**config.mk**
```make
export PLATFORM = sky130hd
export DESIGN_NAME = pipeline_hazard_sched
export DESIGN_NICKNAME = d
export VERILOG_FILES = /design/src/rtl/pipeline_hazard_sched_pkg.sv /design/src/rtl/pipeline_hazard_sched_sat_counter.sv /design/src/rtl/pipeline_hazard_sched.sv
export SDC_FILE = /design/constraint.sdc
export NUM_CORES = 1
export LEC_CHECK = 0
export BUFFER_PORTS_ARGS = -buffer_cell sky130_fd_sc_hd__buf_2
export CORE_MARGIN = 2
export CORE_UTILIZATION = 45
export CTS_CLUSTER_DIAMETER = 30
export DETAILED_ROUTE_END_ITERATION = 10
export GPL_TIMING_DRIVEN = 0
export PLACE_DENSITY = 0.67
export SLEW_MARGIN = 20
export SYNTH_ARGS = -nofsm -noshare
export SYNTH_HDL_FRONTEND = slang
export SYNTH_SLANG_ARGS = --single-unit
```
**constraint.sdc**
```tcl
create_clock -name clk -period 2.7 [get_ports clk]
set_input_delay 0.54 -clock clk [delete_from_list [all_inputs] [get_ports clk]]
set_output_delay 0.54 -clock clk [all_outputs]
set_load 0.05 [all_outputs]
```
**src/rtl/pipeline_hazard_sched_pkg.sv**
```systemverilog
// Shared definitions for the pipeline sequencing controller: state
// encoding and the per-cycle stage control word.
package pipeline_hazard_sched_pkg;

  typedef enum logic [2:0] {
    RUN     = 3'd0,
    LDSTALL = 3'd1,
    FLUSH   = 3'd2,
    MEMWAIT = 3'd3,
    HALT    = 3'd4
  } sched_state_t;

  // One bit per stage-register control; order matches the port list.
  typedef struct packed {
    logic pc_en;
    logic ifid_en;
    logic ifid_flush;
    logic idex_bubble;
    logic exmem_en;
  } stage_ctrl_t;

  // NOP control word: nothing advances, front-end registers load NOPs.
  localparam stage_ctrl_t CTRL_NOP    = '{pc_en: 1'b0, ifid_en: 1'b0, ifid_flush: 1'b1,
                                          idex_bubble: 1'b1, exmem_en: 1'b0};
  // Normal flow: every stage advances.
  localparam stage_ctrl_t CTRL_RUN    = '{pc_en: 1'b1, ifid_en: 1'b1, ifid_flush: 1'b0,
                                          idex_bubble: 1'b0, exmem_en: 1'b1};
  // Full freeze: nothing moves, nothing is squashed.
  localparam stage_ctrl_t CTRL_FREEZE = '{pc_en: 1'b0, ifid_en: 1'b0, ifid_flush: 1'b0,
                                          idex_bubble: 1'b0, exmem_en: 1'b0};
  // Branch squash: PC loads target, fetch/decode slots become NOPs.
  localparam stage_ctrl_t CTRL_FLUSH  = '{pc_en: 1'b1, ifid_en: 1'b1, ifid_flush: 1'b1,
                                          idex_bubble: 1'b1, exmem_en: 1'b1};
  // Load-use stall: front-end holds, a bubble enters execute, back-end drains.
  localparam stage_ctrl_t CTRL_STALL  = '{pc_en: 1'b0, ifid_en: 1'b0, ifid_flush: 1'b0,
                                          idex_bubble: 1'b1, exmem_en: 1'b1};

endpackage

```
**src/rtl/pipeline_hazard_sched_sat_counter.sv**
```systemverilog
// Saturating up-counter used for the stall/flush performance counters.
module sat_counter #(
  parameter int WIDTH = 16
) (
  input  logic             clk,
  input  logic             RST,
  input  logic             inc,
  input  logic             clr,
  output logic [WIDTH-1:0] q
);

  // Count up on inc, stick at all-ones, synchronous clear wins over inc.
  always_ff @(posedge clk or negedge RST) begin
    if (!RST) begin
      q <= '0;
    end else if (clr) begin
      q <= '0;
    end else if (inc && (q != {WIDTH{1'b1}})) begin
      q <= q + WIDTH'(1);
    end
  end

endmodule

```
**src/rtl/pipeline_hazard_sched.sv**
```systemverilog
// Per-cycle sequencing controller for the 5-stage pipeline: decides which
// stage registers advance, freeze or take a bubble for load-use stalls,
// taken-branch flushes, data-memory wait states and halt.
//
// Data-memory handshake: dmem_req is high while the memory stage has an
// access in flight; dmem_ack is high in the single cycle the access
// completes. A cycle with dmem_req=1 and dmem_ack=0 is a wait cycle and
// freezes the whole pipeline; the ack cycle itself is a normal cycle.
module pipeline_hazard_sched
  import pipeline_hazard_sched_pkg::*;
#(
  parameter int REG_ADDR_WIDTH = 4,
  parameter int LOAD_STALL     = 1,
  parameter int FLUSH_CYCLES   = 2,
  parameter int MEM_TIMEOUT    = 255,
  parameter int CNT_WIDTH      = 16
) (
  input  logic                      clk,
  input  logic                      RST,
  input  logic [REG_ADDR_WIDTH-1:0] id_rs_a,
  input  logic [REG_ADDR_WIDTH-1:0] id_rs_b,
  input  logic                      id_use_a,
  input  logic                      id_use_b,
  input  logic                      ex_is_load,
  input  logic [REG_ADDR_WIDTH-1:0] ex_rd,
  input  logic                      br_taken,
  input  logic                      dmem_req,
  input  logic                      dmem_ack,
  input  logic                      halt_commit,
  output logic                      pc_en,
  output logic                      ifid_en,
  output logic                      ifid_flush,
  output logic                      idex_bubble,
  output logic                      exmem_en,
  output logic                      halted,
  output logic                      mem_err,
  output logic [CNT_WIDTH-1:0]      stall_cnt,
  output logic [CNT_WIDTH-1:0]      flush_cnt,
  output logic [2:0]                state_dbg
);

  localparam int                WCNT_W     = $clog2(MEM_TIMEOUT + 1);
  localparam logic [WCNT_W-1:0] WCNT_MAX   = WCNT_W'(MEM_TIMEOUT);
  localparam logic [WCNT_W-1:0] WCNT_ONE   = WCNT_W'(1);
  localparam logic [2:0]        FLUSH_INIT = 3'(FLUSH_CYCLES - 1);
  localparam logic [2:0]        STALL_INIT = 3'(LOAD_STALL - 1);

  sched_state_t      state;
  logic [2:0]        sub;
  logic [WCNT_W-1:0] wcnt;
  logic [WCNT_W-1:0] wcnt_inc;
  logic              err_q;
  logic              hit;
  logic              mem_wait;
  logic              stall_inc;
  logic              flush_inc;
  stage_ctrl_t       ctrl;

  assign hit = ex_is_load && (ex_rd != '0) &&
               ((id_use_a && (id_rs_a == ex_rd)) || (id_use_b && (id_rs_b == ex_rd)));
  assign mem_wait = dmem_req && !dmem_ack;
  assign wcnt_inc = (wcnt == WCNT_MAX) ? wcnt : wcnt + WCNT_ONE;

  // Control word: reset overrides; halt, memory waits (including an
  // un-acked MEMWAIT) freeze; then flush/stall sequences; then new events.
  always_comb begin
    ctrl      = CTRL_RUN;
    stall_inc = 1'b0;
    flush_inc = 1'b0;
    if (!RST) begin
      ctrl = CTRL_NOP;
    end else if ((state == HALT) || halt_commit || mem_wait ||
                 ((state == MEMWAIT) && !dmem_ack)) begin
      ctrl = CTRL_FREEZE;
    end else if (state == FLUSH) begin
      ctrl = CTRL_FLUSH;
    end else if (state == LDSTALL) begin
      ctrl      = CTRL_STALL;
      stall_inc = 1'b1;
    end else if (br_taken) begin
      ctrl      = CTRL_FLUSH;
      flush_inc = 1'b1;
    end else if (hit) begin
      ctrl      = CTRL_STALL;
      stall_inc = 1'b1;
    end
  end

  // Sequencing FSM; an acked MEMWAIT cycle is evaluated exactly like RUN,
  // and a memory wait inside FLUSH/LDSTALL holds the sub-counter.
  always_ff @(posedge clk or negedge RST) begin
    if (!RST) begin
      state <= RUN;
      sub   <= '0;
      wcnt  <= '0;
      err_q <= 1'b0;
    end else if (state != HALT) begin
      if (halt_commit) begin
        state <= HALT;
      end else begin
        case (state)
          RUN, MEMWAIT: begin
            if ((state == MEMWAIT) && !dmem_ack) begin
              wcnt <= wcnt_inc;
              if (wcnt_inc == WCNT_MAX) err_q <= 1'b1;
            end else if (mem_wait) begin
              state <= MEMWAIT;
              wcnt  <= WCNT_ONE;
              if (WCNT_ONE == WCNT_MAX) err_q <= 1'b1;
            end else if (br_taken) begin
              state <= (FLUSH_CYCLES > 1) ? FLUSH : RUN;
              sub   <= FLUSH_INIT;
            end else if (hit) begin
              state <= (LOAD_STALL > 1) ? LDSTALL : RUN;
              sub   <= STALL_INIT;
            end else begin
              state <= RUN;
            end
          end
          FLUSH, LDSTALL: begin
            if (!mem_wait) begin
              if (sub == 3'd1) state <= RUN;
              sub <= sub - 3'd1;
            end
          end
          default: state <= RUN;
        endcase
      end
    end
  end

  assign pc_en       = ctrl.pc_en;
  assign ifid_en     = ctrl.ifid_en;
  assign ifid_flush  = ctrl.ifid_flush;
  assign idex_bubble = ctrl.idex_bubble;
  assign exmem_en    = ctrl.exmem_en;
  assign halted      = RST && (state == HALT);
  assign mem_err     = err_q;
  assign state_dbg   = state;

  sat_counter #(.WIDTH(CNT_WIDTH)) u_stall_cnt (
    .clk (clk),
    .RST (RST),
    .inc (stall_inc),
    .clr (1'b0),
    .q   (stall_cnt)
  );

  sat_counter #(.WIDTH(CNT_WIDTH)) u_flush_cnt (
    .clk (clk),
    .RST (RST),
    .inc (flush_inc),
    .clr (1'b0),
    .q   (flush_cnt)
  );

endmodule
```
---- Word level (Yosys, flattened, before mapping) ----
Index checks and enable logic that the tools add are counted.
storage, ports and cells
  bits in registers ....................... 47
  bits of input ports ..................... 21
  logic and storage cells ................. 87
cells by class
  add/subtract/negate cells ............... 4
  equality and inequality tests ........... 19
  multiplexer cells ....................... 33
  bitwise logic cells ..................... 1
  reductions and logical operators ........ 24
operator list
  kind                     number
  $add A16 B1 Y16 const B  2
  $ne A16 B16 Y1 const B   2
  $mux W5                  6
  $mux W3                  9
  $mux W8                  3
  $eq A8 B8 Y1 const B     2
  $ne A3 B3 Y1 const B     5
  $pmux W3 S2              2
  $mux W1                  11
  $logic_and A1 B1 Y1      9
  $add A8 B1 Y8 const B    1
  $eq A4 B4 Y1             2
  $reduce_and A4 Y1        2
  $reduce_and A7 Y1        1
  $eq A3 B1 Y1 const B     2
  $eq A3 B2 Y1 const B     2
  $ne A2 B2 Y1 const B     3
  $reduce_and A5 Y1        1
  $logic_or A1 B1 Y1       4
  $mux W2                  2
  $reduce_bool A2 Y1       2
  $reduce_bool A4 Y1       1
  $reduce_or A2 Y1         2
  $eq A3 B3 Y1 const B     1
  other kinds (4)          4

---- Longest topological paths before layout ----
Gate-level depths: netlist of the first run.
  word-level depth ........................ 11
  gate-level depth with buffers ........... 9
  depth with buffers taken out ............ 7

---- Hierarchy ----
Synthesis of the first run repeated with hierarchy kept, for this count alone.
unflattened totals
  cells, all modules ...................... 344
  area total of the unflattened synthesis .. 3,093.0 um^2
modules (own cells, without submodules)
  module                     times used  cells an instance  area an instance (um^2)
  pipeline_hazard_sched      1           152                1,219.9
  sat_counter (u_flush_cnt)  1           98                 942.2
  sat_counter (u_stall_cnt)  1           94                 930.9

---- Worst setup path after synthesis of the first run ----
Ideal clock, no wire load.
  kind .................................... register -> output
  start point ............................. register state[0] (netlist: state_dbg[0])
  end point ............................... output port pc_en
  arrival ................................. 2,598 ps
  data required time ...................... 2,160 ps
  slack ................................... -438 ps
  stages on the path, launching flop included .. 8
  cell sequence ........................... dfrtp_1 -> buf_2 -> nor3b_1 -> a2111oi_4 -> nand2_2 -> inv_1 -> and3_1 -> buf_4
on the way
  longest elaborated chain between the ends .. 6
RTL lines
  what                              line                          text
  start: declaration                pipeline_hazard_sched.sv:48   sched_state_t state;
  start signal: assignment          pipeline_hazard_sched.sv:111  state <= (FLUSH_CYCLES > 1) ? FLUSH : RUN;
  start signal: assignment          pipeline_hazard_sched.sv:114  state <= (LOAD_STALL > 1) ? LDSTALL : RUN;
  $eq A3 B3 Y1                      pipeline_hazard_sched.sv:72   end else if ((state == HALT) || halt_commit || mem_wait ||
  $logic_or A1 B1 Y1 (3 in series)  pipeline_hazard_sched.sv:72
  $mux W5 *                         pipeline_hazard_sched.sv:72
  $mux W5 *                         pipeline_hazard_sched.sv:70   if (!RST) begin
  end: declaration                  pipeline_hazard_sched.sv:30   output logic pc_en,
Mark *: on every way between the ends. The rest lies on a longest branch, timed or not.

---- Worst setup path after layout of the first run ----
  start point ............................. input port ex_rd[2]
  end point ............................... output port idex_bubble
on the way
  longest elaborated chain between the ends .. 10
RTL lines
  what                   line                         text
  start: declaration     pipeline_hazard_sched.sv:25  input logic [REG_ADDR_WIDTH-1:0] ex_rd,
  $eq A4 B4 Y1           pipeline_hazard_sched.sv:60  ((id_use_a && (id_rs_a == ex_rd)) || (id_use_b && (id_rs_b == ex_rd)));
  $logic_and A1 B1 Y1    pipeline_hazard_sched.sv:60
  $logic_or A1 B1 Y1     pipeline_hazard_sched.sv:60
  $logic_and A1 B1 Y1 *  pipeline_hazard_sched.sv:59  assign hit = ex_is_load && (ex_rd != '0) &&
  $mux W5 *              pipeline_hazard_sched.sv:83  end else if (hit) begin
  $mux W5 *              pipeline_hazard_sched.sv:80  end else if (br_taken) begin
  $mux W5 *              pipeline_hazard_sched.sv:77  end else if (state == LDSTALL) begin
  $mux W5 *              pipeline_hazard_sched.sv:75  end else if (state == FLUSH) begin
  $mux W5 *              pipeline_hazard_sched.sv:72
  $mux W5 *              pipeline_hazard_sched.sv:70
  end: declaration       pipeline_hazard_sched.sv:33  output logic idex_bubble,
Marks and branches as above.

==> results of run 1 <==
critical path, cell delays in order:
cell and delay, ps:
buf_8 90, o41a_1 450, nand3_2 100, nor4_4 50, or2_4 270, or3_1 330
a21bo_2 220, buf_8 150
worst paths after layout:
check / endpoint / slack [ps] / depth (start not counted)
max in group asynchronous: state_dbg[0] / 1980 / 1
worst max-delay path: idex_bubble / -40 / 8
worst min register to register: mem_err / 470 / 1
worst max register to register: u_stall_cnt.q[13] / 250 / 10
min in group clk: mem_err / 470 / 1
worst min-delay path: u_flush_cnt.q[9] / 250 / 1
layer usage:
metal | vias to the layer above | share of wire (%) | routed length (microns)
met5 | - | 0 | 0
met4 | 0 | 1.5 | 90
met3 | 9 | 4.6 | 265
met2 | 54 | 49 | 2830
met1 | 1060 | 45 | 2630
li1 | 1107 | - | -
cell families (layout without fill, tap and decap cells):
family,after synthesis,count (layout)
and+or+nand+nor,117,117
muxes,3,3
adders and majority gates,5,5
AOI/OAI and AO/OA,42,42
DFF,47,47
xor gates and xnor gates,40,40
buffers and inverters,16,92
flip-flops by register name, summed over array words and instances (netlist names):
| register | count |
|---|---|
| u_flush_cnt.q | 16 |
| u_stall_cnt.q | 16 |
| mem_err | 1 |
| state_dbg | 3 |
| sub | 3 |
| wcnt | 8 |
cell usage after synthesis (2+ instances only):
cell type  count
xnor2_1       26
inv_1          7
ha_1           5
o31ai_1        2
nand3b_1       2
buf_6          2
nor3_1         5
nand2_1       23
nand3_1       15
and4_1         3
or2_2          3
nor2b_1        2
nand2b_1       2
nor3_2         2
or3_1          2
a21oi_1       10
dfrtp_1       47
and3_1        16
nor2_1        15
nor4_1         3
nand4_1       12
o21ai_0       17
and2_1         2
or4_1          2
clkbuf_1       4
nand2_2        2
xor2_1        14
buf_2          2
mux2_2         3
where the power goes:
group          internal (W)  total (W)  switching (W)  leakage [nW]
Combinational     0.0000467   0.000131      0.0000840         0.934
Clock              0.000210   0.000452       0.000242        0.0516
Sequential         0.000715   0.000731      0.0000155         0.632
Total              0.000972    0.00131       0.000341          1.62
area by class of cell:
class / instances / share of cell area, %
multi-input cells: 207 / 44.2
flip-flops and latches: 47 / 35.6
repair buffers: 68 / 12.0
well taps: 72 / 2.72
clock buffers: 6 / 2.50
plain buffers: 9 / 1.70
inverters: 7 / 0.908
clock inverters: 2 / 0.416
cells in the final DEF, fill, tap and decap left out, drive strengths merged, types with 2 or more instances in the layout:
master,count
nor2b,2
and2,3
nand3,16
nand2b,2
and3,16
mux2,3
o31ai,2
dfrtp,47
a31o,2
buf,73
xor2,14
inv,7
a21oi,10
or2,3
a31oi,2
ha,5
nor4,3
o21ai,17
and4,3
nand3b,2
nor2,15
nand2,25
clkbuf,10
nand4,13
or4,2
xnor2,26
or3,2
nor3,7
metrics by stage:
stage / util (%) / instance area [sq um] / setup TNS, ps
2_1_floorplan: - / 2670 / 0
3_3_place_gp: 54.7 / 3070 / -576
3_5_place_dp: 54.7 / 3070 / -349
4_1_cts: 57.3 / 3210 / -23.0
5_1_grt: 59.0 / 3310 / -126
6_report: 59.0 / 3310 / -39.9
timing repair:
| action | in CTS | in global routing |
|---|---|---|
| gates cloned | 0 | 0 |
| pin swaps | 5 | 2 |
| hold buffers | 0 | 0 |
| endpoints found under the setup margin | 3 | 4 |
| gates resized for setup | 8 | 13 |
| buffers inserted | 3 | 4 |
==> flow_metrics.tcl, run 1 <==
set metrics [dict create \
    portBuffers 61 \
    clockBufferDepth 2 \
    insertion_delay_ps 300 \
    synth_area_leaders "dfrtp_1 44%, xnor2_1 8.6%, xor2_1 4.6%" \
    synth_top_family_by_area "simple AND/OR/NAND/NOR gates" \
    min_path_type "primary input to async pin" \
    drv_cap 0 \
    rsz0062_at_grt "yes" \
    overflow 0 \
    grt_usage_pct 19.3 \
    vias 2230 \
    nNetsFinal 371 \
    dpl.cell_count 403 \
    crit_fanout 3 \
    grt_max_degree 52 \
    grt_pass1_wl_microns 10000 \
    layout.cells.non_filler 418 \
    die_height_microns 80.9 \
    cp-startpoint "ex_rd[2]" \
    powerDensity_nw_per_um2 397 \
    yosysTopAreaCell "dfrtp_1" \
    setup_viol 1 \
    drt_first_iter_violations 93 \
    dieArea_sq_um 6540 \
    fin_crit_ps 2740 \
    crit-reg2reg-launch "state_dbg[1]" \
    numCtsBuffers 5 \
    post_synth.cell_area_avg_sq_um 9.85 \
    start_kind "primary input" \
    ys_seq_area_share_pct 44.2 \
    top_usage_layer "met2" \
    wl_microns 5820 \
    clock_sinks 47 \
    maxSlewHeadroom_pct 57.3 \
    drive_gt1_share_pct 31.8 \
    cp.arrival_ps 2200 \
    critPathKind "primary input to output pin" \
    root_buffer "clkbuf_8" \
    ys_dominant_reg_cell "dfrtp_1" \
    yosysTopAreaCellShare_pct 44.2 \
    synth_fa_ha_area_share_pct 2.35 \
    cts_tree "done" \
    std_cell_rows 27 \
    n_antenna_cell 0 \
    peakVddDrop_v 0.000283 \
    layout_setup_ws_ps -39.9 \
    path_clk_slew_ps 90 \
    drc_errors 0 \
    antenna_left 0 \
    grtUsageMet3_pct 4.11 \
    area_delta_synth_final_pct 24.4 \
    hold-worst-slack_ps 252 \
    synthCells 270 \
    drt_pass1_iterations 4 \
    synth-edff-count 0 \
    grt_pass1_vias 2234 \
    core_area_sq_um 5610 \
    hpwl_microns 4190 \
    violations "negative setup slack" \
    post-place-ws_ps -168 \
    htree_levels 2 \
    synth-compound-area-share_pct 11.3 \
    synthesis.area_sq_um 2660 \
    chipWidth_microns 80.9 \
    status "complete, but fails checks" \
    timing.final.max_slew_violations 0 \
    endpoint_kind "output pin" \
    via_per_inst 5.33 \
    p_leak_nw 1.62 \
    finalHoldViolations 0 \
    start_util_pct 47.4 \
    skew_ps 7.60 \
    worstPathRequired_ps 2160 \
    gr-usage-met2_pct 32.2 \
    synthXorXnorAreaFrac_pct 13.2 \
    wire_per_inst_microns 13.9 \
    yosysUniqueCellTypes 49 \
    regArea_sq_um 1180 \
    max_freq_mhz 365 \
    globalplace.congestion 0.819 \
    period_share_pct 101 \
    synthArstFlopShare_pct 100 \
    tightest_slew_ps 635 \
    nFillCells 504 \
    synth_nets 296 \
    ios 63 \
    ys_ff_latch 47 \
    synth_warnings 0 \
    synthMuxAreaShare_pct 1.27 \
    grtUsageMet1_pct 25.0 \
    multi_input_comb_area_sq_um 1460 \
    yosys.area_share.simple_pct 24.6 \
    grt_antenna_before_repair 0 \
    p_total_w 0.00131 \
]
Note: power is estimated with default switching activity, not from simulation.
==> inputs of run 2 (changes only) <==
--- a/config.mk
+++ b/config.mk
@@ -12,7 +12,9 @@
 export DETAILED_ROUTE_END_ITERATION = 10
 export GPL_TIMING_DRIVEN = 0
 export PLACE_DENSITY = 0.67
+export SKIP_LAST_GASP = 1
 export SLEW_MARGIN = 20
 export SYNTH_ARGS = -nofsm -noshare
 export SYNTH_HDL_FRONTEND = slang
 export SYNTH_SLANG_ARGS = --single-unit
+export TNS_END_PERCENT = 1
==> flow_metrics.tcl, run 2 (synthesized netlist as in run 1, its figures left out) <==
set metrics [dict create \
    status "complete, but fails checks" \
    violations "negative setup slack" \
    period_share_pct 101 \
    path_clk_slew_ps 90 \
    fin_crit_ps 2740 \
    grt_pass1_vias 2219 \
    peakVddDrop_v 0.000276 \
    critPathKind "primary input to output pin" \
    crit_fanout 3 \
    die_height_microns 80.9 \
    hpwl_microns 4190 \
    numCtsBuffers 5 \
    via_per_inst 5.36 \
    globalplace.congestion 0.819 \
    drc_errors 0 \
    std_cell_rows 27 \
    drive_gt1_share_pct 29.6 \
    start_util_pct 47.4 \
    p_leak_nw 1.58 \
    worstPathRequired_ps 2160 \
    overflow 0 \
    ios 63 \
    antenna_left 0 \
    layout_setup_ws_ps -40.3 \
    maxSlewHeadroom_pct 57.7 \
    grt_max_degree 52 \
    start_kind "primary input" \
    chipWidth_microns 80.9 \
    grt_usage_pct 19.1 \
    nNetsFinal 366 \
    tightest_slew_ps 630 \
    endpoint_kind "output pin" \
    rsz0062_at_grt "yes" \
    max_freq_mhz 365 \
    root_buffer "clkbuf_8" \
    dieArea_sq_um 6540 \
    layout_commonest_cell "buf_2" \
    htree_levels 2 \
    n_antenna_cell 0 \
    area_delta_synth_final_pct 20.8 \
    skew_ps 7.86 \
    setup_tns_ps -40.3 \
    grt_pass1_wl_microns 9960 \
    post-place-ws_ps -168 \
    powerDensity_nw_per_um2 403 \
    clock_sinks 47 \
    min_path_type "primary input to async pin" \
    drv_cap 0 \
    vias 2212 \
    final_core_util_pct 57.3 \
    insertion_delay_ps 300 \
    portBuffers 61 \
    wire_per_inst_microns 13.8 \
    grt_antenna_before_repair 0 \
    cts_tree "done" \
    timing.final.max_slew_violations 0 \
    cp.arrival_ps 2200 \
    finalHoldViolations 0 \
    layout_common_cells "59 x buf_2, 45 x dfrtp_1, 26 x xnor2_1" \
    clockBufferDepth 2 \
    drt_first_iter_violations 96 \
    drt_pass1_iterations 4 \
    wl_microns 5680 \
    core_area_sq_um 5610 \
    reg.largest.list "u_flush_cnt.q x16, u_stall_cnt.q x16, wcnt x8" \
    setup_viol 1 \
]
run 2: final cells by class:
class                   instances  area (sq um)
plain buffers                   9          56.3
clock buffers                   6          82.6
clock inverters                 2          13.8
fillers                       515          2390
inverters                       7          30.0
multi-input cells             207          1420
flip-flops and latches         47          1180
well taps                      72          90.1
repair buffers                 63           342
run 2: timing repair:
item,4_1_cts,5_1_grt
gates resized for setup,8,2
setup buffers,2,0
pin swaps,5,1
hold endpoints to repair,0,0
hold buffers,0,0
setup endpoints to repair,3,3
run 2: through the flow:
stage	instances	cell area, sq um	total power [W]	hold WS [ps]
after floorplan	270	2670	0.000805	244
after global placement	403	3070	0.000856	450
after detailed placement	403	3070	0.000859	454
after CTS	413	3210	0.00131	275
after global routing	413	3210	0.00136	300
final	413	3210	0.00130	251
run 2: critical path, stage by stage:
cell	delay, ps
buf_2	120
o41a_1	440
nand3_1	80
nor4_1	60
or2_4	260
or3_1	320
a21bo_2	210
buf_8	150
run 2: per-layer routing:
metal / wire length, microns / global-route usage, % / vias up
met5: 0 / 0 / -
met4: 77 / 5.76 / 0
li1: - / - / 1096
met1: 2570 / 25.1 / 1055
met3: 257 / 3.78 / 7
met2: 2780 / 32.0 / 54
run 2: path summary, 6_finish.rpt:
check,startpoint,end,slack (ps),depth (start not counted)
min in group clk,mem_err,mem_err,470,1
setup reg to reg,state_dbg[1],u_stall_cnt.q[13],230,10
hold reg to reg,mem_err,mem_err,470,1
hold / removal,RST,u_flush_cnt.q[9],250,1
max in group asynchronous,RST,state_dbg[0],1980,1
setup / recovery,ex_rd[2],idex_bubble,-40,8
run 2: power breakdown:
part,switching [W],internal [W],total [W]
Combinational,0.0000759,0.0000402,0.000116
Sequential,0.0000155,0.000715,0.000731
Clock,0.000240,0.000210,0.000450
